<file path="src/rtl/mgt01_freg_file_ctx.sv">
// Purpose: FP register file with N_RD combinational read ports, one write port, and a streaming context save/restore engine with per-register dirty tracking.
// Latency: reads are combinational (optional same-cycle write bypass); writes land on the next rising edge; save/restore move one register per handshake.
// Backpressure: save beats hold valid/addr/data until sv_ready_i; restore accepts a beat whenever rs_valid_i is high; pipeline writes made while busy are dropped and flagged.
module mgt01_freg_file_ctx #(
  parameter int DATA_W = 32,
  parameter int DEPTH  = 32,
  parameter int N_RD   = 3,
  parameter bit BYPASS = 1'b1,
  parameter int ADDR_W = $clog2(DEPTH)
) (
  input  logic                     clk_i,
  input  logic                     rst_i,
  input  logic                     clk_en_i,
  input  logic                     we_i,
  input  logic [ADDR_W-1:0]        w_addr_i,
  input  logic [DATA_W-1:0]        w_data_i,
  input  logic [N_RD*ADDR_W-1:0]   rd_addr_i,
  output logic [N_RD*DATA_W-1:0]   rd_data_o,
  input  logic                     save_start_i,
  input  logic                     save_dirty_only_i,
  input  logic                     restore_start_i,
  output logic                     busy_o,
  output logic                     done_o,
  output logic                     wr_drop_o,
  output logic                     sv_valid_o,
  input  logic                     sv_ready_i,
  output logic [ADDR_W-1:0]        sv_addr_o,
  output logic [DATA_W-1:0]        sv_data_o,
  output logic                     sv_last_o,
  input  logic                     rs_valid_i,
  output logic                     rs_ready_o,
  input  logic [DATA_W-1:0]        rs_data_i,
  output logic [DEPTH-1:0]         dirty_o
);

  typedef enum logic [1:0] {ST_IDLE, ST_SAVE, ST_RESTORE} state_t;

  state_t              r_state, w_state_nxt;
  logic [ADDR_W-1:0]   r_ptr, w_ptr_nxt;
  logic                r_dirty_only, w_dirty_only_nxt;
  logic                r_done, w_done_nxt;
  logic                r_wr_drop;
  logic [DATA_W-1:0]   r_regs [DEPTH];
  logic [DEPTH-1:0]    r_dirty;

  logic                w_ptr_last;
  logic                w_higher_dirty;
  logic                w_wr_acc;
  logic                w_sv_valid;
  logic                w_sv_last;
  logic                w_mem_we;
  logic [ADDR_W-1:0]   w_mem_addr;
  logic [DATA_W-1:0]   w_mem_data;
  logic                w_dirty_set;
  logic                w_dirty_clr;

  assign w_ptr_last  = (r_ptr == ADDR_W'(DEPTH - 1));
  // A pipeline write only takes effect in IDLE on an enabled edge.
  assign w_wr_acc    = clk_en_i && we_i && (r_state == ST_IDLE);
  assign w_dirty_set = we_i && (r_state == ST_IDLE);
  assign w_sv_valid  = (r_state == ST_SAVE) && (!r_dirty_only || r_dirty[r_ptr]);
  assign w_sv_last   = w_sv_valid && (r_dirty_only ? !w_higher_dirty : w_ptr_last);

  // Any dirty register above the pointer means the current dirty-only beat is not the last.
  always_comb begin
    w_higher_dirty = 1'b0;
    for (int i = 0; i < DEPTH; i++) begin
      if ((i > int'(r_ptr)) && r_dirty[i]) w_higher_dirty = 1'b1;
    end
  end

  // Combinational read ports, with same-cycle forwarding of an accepted write.
  always_comb begin
    rd_data_o = '0;
    for (int k = 0; k < N_RD; k++) begin
      if (BYPASS && w_wr_acc && (rd_addr_i[k*ADDR_W +: ADDR_W] == w_addr_i))
        rd_data_o[k*DATA_W +: DATA_W] = w_data_i;
      else
        rd_data_o[k*DATA_W +: DATA_W] = r_regs[rd_addr_i[k*ADDR_W +: ADDR_W]];
    end
  end

  // FSM next-state, pointer and storage-write selection.
  always_comb begin
    w_state_nxt      = r_state;
    w_ptr_nxt        = r_ptr;
    w_dirty_only_nxt = r_dirty_only;
    w_done_nxt       = 1'b0;
    w_mem_we         = 1'b0;
    w_mem_addr       = w_addr_i;
    w_mem_data       = w_data_i;
    w_dirty_clr      = 1'b0;
    case (r_state)
      ST_IDLE: begin
        w_mem_we = we_i;
        if (save_start_i) begin
          w_state_nxt      = ST_SAVE;
          w_ptr_nxt        = '0;
          w_dirty_only_nxt = save_dirty_only_i;
        end else if (restore_start_i) begin
          w_state_nxt = ST_RESTORE;
          w_ptr_nxt   = '0;
        end
      end
      ST_SAVE: begin
        if (w_sv_valid) begin
          if (sv_ready_i) begin
            w_dirty_clr = 1'b1;
            if (w_sv_last) begin
              w_state_nxt = ST_IDLE;
              w_done_nxt  = 1'b1;
            end else begin
              w_ptr_nxt = r_ptr + ADDR_W'(1);
            end
          end
        end else if (w_ptr_last) begin
          // Dirty-only scan reached the top without anything left to send.
          w_state_nxt = ST_IDLE;
          w_done_nxt  = 1'b1;
        end else begin
          w_ptr_nxt = r_ptr + ADDR_W'(1);
        end
      end
      ST_RESTORE: begin
        w_mem_addr = r_ptr;
        w_mem_data = rs_data_i;
        if (rs_valid_i) begin
          w_mem_we    = 1'b1;
          w_dirty_clr = 1'b1;
          if (w_ptr_last) begin
            w_state_nxt = ST_IDLE;
            w_done_nxt  = 1'b1;
          end else begin
            w_ptr_nxt = r_ptr + ADDR_W'(1);
          end
        end
      end
      default: begin
        w_state_nxt = ST_IDLE;
      end
    endcase
  end

  // FSM state, pointer and single-cycle status pulses.
  always_ff @(posedge clk_i or posedge rst_i) begin
    if (rst_i) begin
      r_state      <= ST_IDLE;
      r_ptr        <= '0;
      r_dirty_only <= 1'b0;
      r_done       <= 1'b0;
      r_wr_drop    <= 1'b0;
    end else if (clk_en_i) begin
      r_state      <= w_state_nxt;
      r_ptr        <= w_ptr_nxt;
      r_dirty_only <= w_dirty_only_nxt;
      r_done       <= w_done_nxt;
      r_wr_drop    <= we_i && (r_state != ST_IDLE);
    end
  end

  // Register storage, written by the pipeline in IDLE or by restore beats.
  always_ff @(posedge clk_i or posedge rst_i) begin
    if (rst_i) begin
      for (int i = 0; i < DEPTH; i++) r_regs[i] <= '0;
    end else if (clk_en_i && w_mem_we) begin
      r_regs[w_mem_addr] <= w_mem_data;
    end
  end

  // Dirty bits: set by pipeline writes, cleared by save handshakes and restore beats.
  always_ff @(posedge clk_i or posedge rst_i) begin
    if (rst_i) begin
      r_dirty <= '0;
    end else if (clk_en_i) begin
      if (w_dirty_set) r_dirty[w_addr_i] <= 1'b1;
      if (w_dirty_clr) r_dirty[r_ptr]    <= 1'b0;
    end
  end

  assign busy_o     = (r_state != ST_IDLE);
  assign done_o     = r_done;
  assign wr_drop_o  = r_wr_drop;
  assign sv_valid_o = w_sv_valid;
  assign sv_last_o  = w_sv_last;
  assign sv_addr_o  = r_ptr;
  assign sv_data_o  = r_regs[r_ptr];
  assign rs_ready_o = (r_state == ST_RESTORE);
  assign dirty_o    = r_dirty;

endmodule

</file>
<file path="config.mk">
export PLATFORM = sky130hd
export DESIGN_NAME = mgt01_freg_file_ctx
export DESIGN_NICKNAME = d
export VERILOG_FILES = /design/src/rtl/mgt01_freg_file_ctx.sv
export SDC_FILE = /design/constraint.sdc
export NUM_CORES = 2
export LEC_CHECK = 0
export CORE_ASPECT_RATIO = 1.75
export CORE_UTILIZATION = 60
export CTS_BUF_LIST = sky130_fd_sc_hd__clkbuf_2 sky130_fd_sc_hd__clkbuf_4 sky130_fd_sc_hd__clkbuf_8
export DETAILED_ROUTE_END_ITERATION = 8
export PLACE_DENSITY = 0.79
export SYNTH_ARGS = -nofsm -noshare
export SYNTH_HDL_FRONTEND = slang
export SYNTH_SLANG_ARGS = --single-unit
</file>
<file path="constraint.sdc">
create_clock -name clk_i -period 52.2 [get_ports clk_i]
set_clock_uncertainty 0.05 [all_clocks]
set_input_delay 13.05 -clock clk_i [delete_from_list [all_inputs] [get_ports clk_i]]
set_output_delay 13.05 -clock clk_i [all_outputs]
set_load 0.005 [all_outputs]
</file>
==> impl_metrics.yaml <==
clock_network:
  cts_hold_buf: 0
  clk-insertion-delay-late_ps: 1000
  clock_tree.buffer_depth: 3
  postCtsSetupRepairBufs: 0
  cts_resized: 0
  clk_root_buffer_cell: "sky130_fd_sc_hd__clkbuf_8"
  number_of_buffers_created_by_cts: 158
  cts_tree: "yes"
  clkSlewWorstSetupHoldPaths_ps: 70
  cts_max_level: 4
  cts.sink_count: 1066
synthesis:
  synth.area.top_cells: "sky130_fd_sc_hd__dfrtp_1 37%, sky130_fd_sc_hd__mux4_2 32%, sky130_fd_sc_hd__a21oi_1 8.7%, sky130_fd_sc_hd__nor2_1 6.4%, sky130_fd_sc_hd__mux2i_1 4.8%"
  synthDistinctLibCells: 65
  synth_fp_nets: 6607
  synth.yosys.warnings: 0
  synthesis.area_per_instance_um2: 11.2
  yosysTopAreaCell: "sky130_fd_sc_hd__dfrtp_1"
  synthDominantCellAreaShare_pct: 36.8
  postSynthRegisterBits: 1066
  ys_seq_area_share_pct: 36.8
  syn-instance-count: 6504
  synth.cell_area_mm2: 0.0725
  postSynth.asyncResetShare_pct: 100
  synth_top_flop_cell: "sky130_fd_sc_hd__dfrtp_1"
  number_of_enable_type_register_cells_in_the_synthesized_netlist: 0
setup_path:
  crit_fanout: 85
  path_delay_family: "buffers and inverters"
  worst_ep_required_time_ps: 39100
  cp-startpoint: "rd_addr_i[6]"
  worst-setup-path-type: "in -> out"
  crit_path_top_delay_cell: "sky130_fd_sc_hd__buf_4"
  endpoint_kind: "output port"
  setup.worst_path.start_class: "input pin"
  worst_ep_arrival_time_ps: 18790
  reg2reg_setup_slack_ps: 46000
  r2r_end: "dirty_o[24]"
  critical-path-top-cell-by-count: "sky130_fd_sc_hd__buf_4"
  worst_r2r_startpoint: "sv_addr_o[2]"
  largest_stage_delay_on_the_critical_path_ps: 940
  crit_path_cell_trace: "buf_8 -> buf_4 -> buf_4 -> buf_4 -> mux4_2 -> mux4_2 -> mux2i_1 -> a21oi_1 -> clkdlybuf4s50_1"
  cp_num_buf_inv: 5
  worstRegToRegCells: 14
detailed_routing:
  post_drt_antenna_nets: 0
  totalWireLength_um: 285000
  drt-initial-drc-count: 12400
  post_drt_via_cell_ratio: 8.07
  first_pass_iters: 9
  vias: 65000
  drc_errors: 1
  route.detailed.wl_per_inst_um: 35.5
pwr:
  p_sw_share_pct: 40.7
  cellLeakagePower_nw: 31.2
  power_switching_w: 0.00180
  power_density_mw_per_mm2: 55.5
  p_seq_share_pct: 37.2
  internal_power_w: 0.00262
  pwr-share-clk_pct: 17.8
  ir_drop_mv: 0.0354
  comb_power_share_pct: 45.1
sta:
  period_needed_ps: 31890
  rsz_0062_raised_after_global_routing: "false"
  slew_viol_final: 0
  setup_violations: 0
  highest_clock_rate_mhz: 31.4
  finalCritPeriodShare_pct: 61.1
  setup_tns_ps: 0
  worst-slew-pin-transition_ps: 1460
  final_hold_viol_count: 0
  slew_headroom_pct: 2.27
die:
  die-width_um: 265
  ioPinCount: 264
  floorplan.initialDensity_pct: 60.5
  dieHeight_um: 462
  design.die.area_mm2: 0.122
  core-area_mm2: 0.120
  rows: 168
global_routing:
  gr-total-overflow: 0
  globalRouteTotalUtil_pct: 47.5
  largest_net_degree_at_the_start_of_global_routing: 154
  wire_length_of_the_first_global_routing_pass_um: 420000
  first_global_vias: 64400
  antenna_violations_before_repair: 21
hold_path:
  hold-path-cell-count: 2
  hold-path-endpoint: "wr_drop_o"
  holdCritStartpoint: "wr_drop_o"
  timing.hold.worst.class: "reg -> reg"
finish:
  instances_no_fill: 8045
  layout.filler_cells: 8604
  design_area_mm2: 0.0797
  finish.net_count: 6476
  synthToLayoutAreaGrowth_pct: 9.91
  final_cell_mix: "1256 x sky130_fd_sc_hd__a21oi_1, 1207 x sky130_fd_sc_hd__nor2_1, 1061 x sky130_fd_sc_hd__dfrtp_1"
  post_route_cells_drive_above_1_share_pct: 25.2
  final_common_cell: "sky130_fd_sc_hd__a21oi_1"
job:
  maxCapViolCount: 0
run_status:
  status: "finished with violations"
  violations: "DRC"
placement:
  place_congestion: 1.00
  placement.cell_area_mm2: 0.0761
  cell_total_after_placement: 7741
  place.detailed.hpwl_um: 167000
  place.port_buffers: 263
kinds of logic (layout without fill, tap and decap cells):
kind of cell | count (synthesis) | in the layout | synth area share (%)
and+or+nand+nor | 1561 | 1561 | 8.38
muxes | 1444 | 1444 | 38.1
xor gates and xnor gates | 15 | 15 | 0.181
AOI/OAI and AO/OA | 1672 | 1672 | 12.5
other | 0 | 15 | 0
buffers and inverters | 736 | 732 | 3.88
adders and majority gates | 10 | 10 | 0.173
DFF | 1066 | 1066 | 36.8
sequential cells by signal (all words and copies together), names as in the netlist:
name	count
done_o	1
r_state	2
r_regs	1024
r_dirty_only	1
sv_addr_o	5
dirty_o	32
wr_drop_o	1
cells in the mapped netlist (6+ instances only):
library cell,number
sky130_fd_sc_hd__a221oi_1,43
sky130_fd_sc_hd__nor3_1,23
sky130_fd_sc_hd__a31oi_1,14
sky130_fd_sc_hd__o32ai_1,11
sky130_fd_sc_hd__inv_1,25
sky130_fd_sc_hd__and3_1,19
sky130_fd_sc_hd__xnor2_1,6
sky130_fd_sc_hd__o31ai_1,9
sky130_fd_sc_hd__mux4_2,1046
sky130_fd_sc_hd__a22oi_1,12
sky130_fd_sc_hd__mux2i_1,350
sky130_fd_sc_hd__xor2_1,9
sky130_fd_sc_hd__a211oi_1,11
sky130_fd_sc_hd__nand2_1,218
sky130_fd_sc_hd__a311oi_1,7
sky130_fd_sc_hd__nand3_1,24
sky130_fd_sc_hd__o21ai_0,174
sky130_fd_sc_hd__buf_2,31
sky130_fd_sc_hd__nand4_1,8
sky130_fd_sc_hd__a22o_1,6
sky130_fd_sc_hd__ha_1,10
sky130_fd_sc_hd__clkbuf_1,545
sky130_fd_sc_hd__o211ai_1,8
sky130_fd_sc_hd__o221ai_1,25
sky130_fd_sc_hd__mux2_2,47
sky130_fd_sc_hd__dfrtp_1,1066
sky130_fd_sc_hd__buf_1,132
sky130_fd_sc_hd__nor3b_1,7
sky130_fd_sc_hd__o22ai_1,47
sky130_fd_sc_hd__nor2_1,1239
sky130_fd_sc_hd__nor4_1,7
sky130_fd_sc_hd__a32o_1,8
sky130_fd_sc_hd__nor2b_1,6
sky130_fd_sc_hd__a21oi_1,1256
final cells by class:
type | count | area (µm²) | area share (%)
clock inverters | 49 | 549 | 0.689
diodes | 15 | 37.5 | 0.0471
inverters | 26 | 108 | 0.135
well taps | 1530 | 1910 | 2.40
flip-flops and latches | 1066 | 26700 | 33.5
multi-input cells | 4702 | 43500 | 54.6
repair buffers | 419 | 3880 | 4.87
clock buffers | 238 | 3030 | 3.80
how the worst max path moves through the flow:
stage	slack, ps	depth (start not counted)	to
floorplan	9090	1	dirty_o[0]
global route	20310	9	rd_data_o[47]
global placement	20630	9	rd_data_o[47]
detailed placement	20520	9	rd_data_o[47]
finish	20310	9	rd_data_o[47]
CTS	20520	9	rd_data_o[47]
power by group through the flow:
stage	Combinational [W]	Clock [W]	Sequential, W
detailed placement	0.00192	0	0.00162
floorplan	0.00136	0	0.00144
global route	0.00209	0.000817	0.00167
CTS	0.00193	0.000783	0.00161
global placement	0.00186	0	0.00158
finish	0.00200	0.000787	0.00165
worst reg2reg max path, cell delays in order (launching register included):
cell and delay [ps]:
sky130_fd_sc_hd__dfrtp_4 870, sky130_fd_sc_hd__buf_4 680, sky130_fd_sc_hd__buf_4 710, sky130_fd_sc_hd__buf_4 820, sky130_fd_sc_hd__nor2b_1 260, sky130_fd_sc_hd__buf_4 290, sky130_fd_sc_hd__a22o_1 200, sky130_fd_sc_hd__a222oi_1 90
sky130_fd_sc_hd__o22ai_1 650, sky130_fd_sc_hd__o41ai_2 260, sky130_fd_sc_hd__o21ai_1 170, sky130_fd_sc_hd__buf_4 240, sky130_fd_sc_hd__and3_1 460, sky130_fd_sc_hd__nand2_1 110, sky130_fd_sc_hd__a32o_1 230
through the flow:
| step | util, % | setup WS (ps) | hold WS [ps] | power (W) |
|---|---|---|---|---|
| floorplan | - | 9090 | 444 | 0.00281 |
| global placement | 63.5 | 20630 | 463 | 0.00344 |
| detailed placement | 63.5 | 20520 | 475 | 0.00354 |
| CTS | 66.5 | 20520 | 496 | 0.00432 |
| global route | 66.5 | 20310 | 523 | 0.00458 |
| finish | 66.5 | 20310 | 498 | 0.00443 |
metal layers:
layer  track usage, %  wire length, µm
met1             53.5            81400
met2             68.7           123000
met3             21.2            49000
met4             41.4            32000
met5            0.318              287
(Power assumes the default switching activity.)
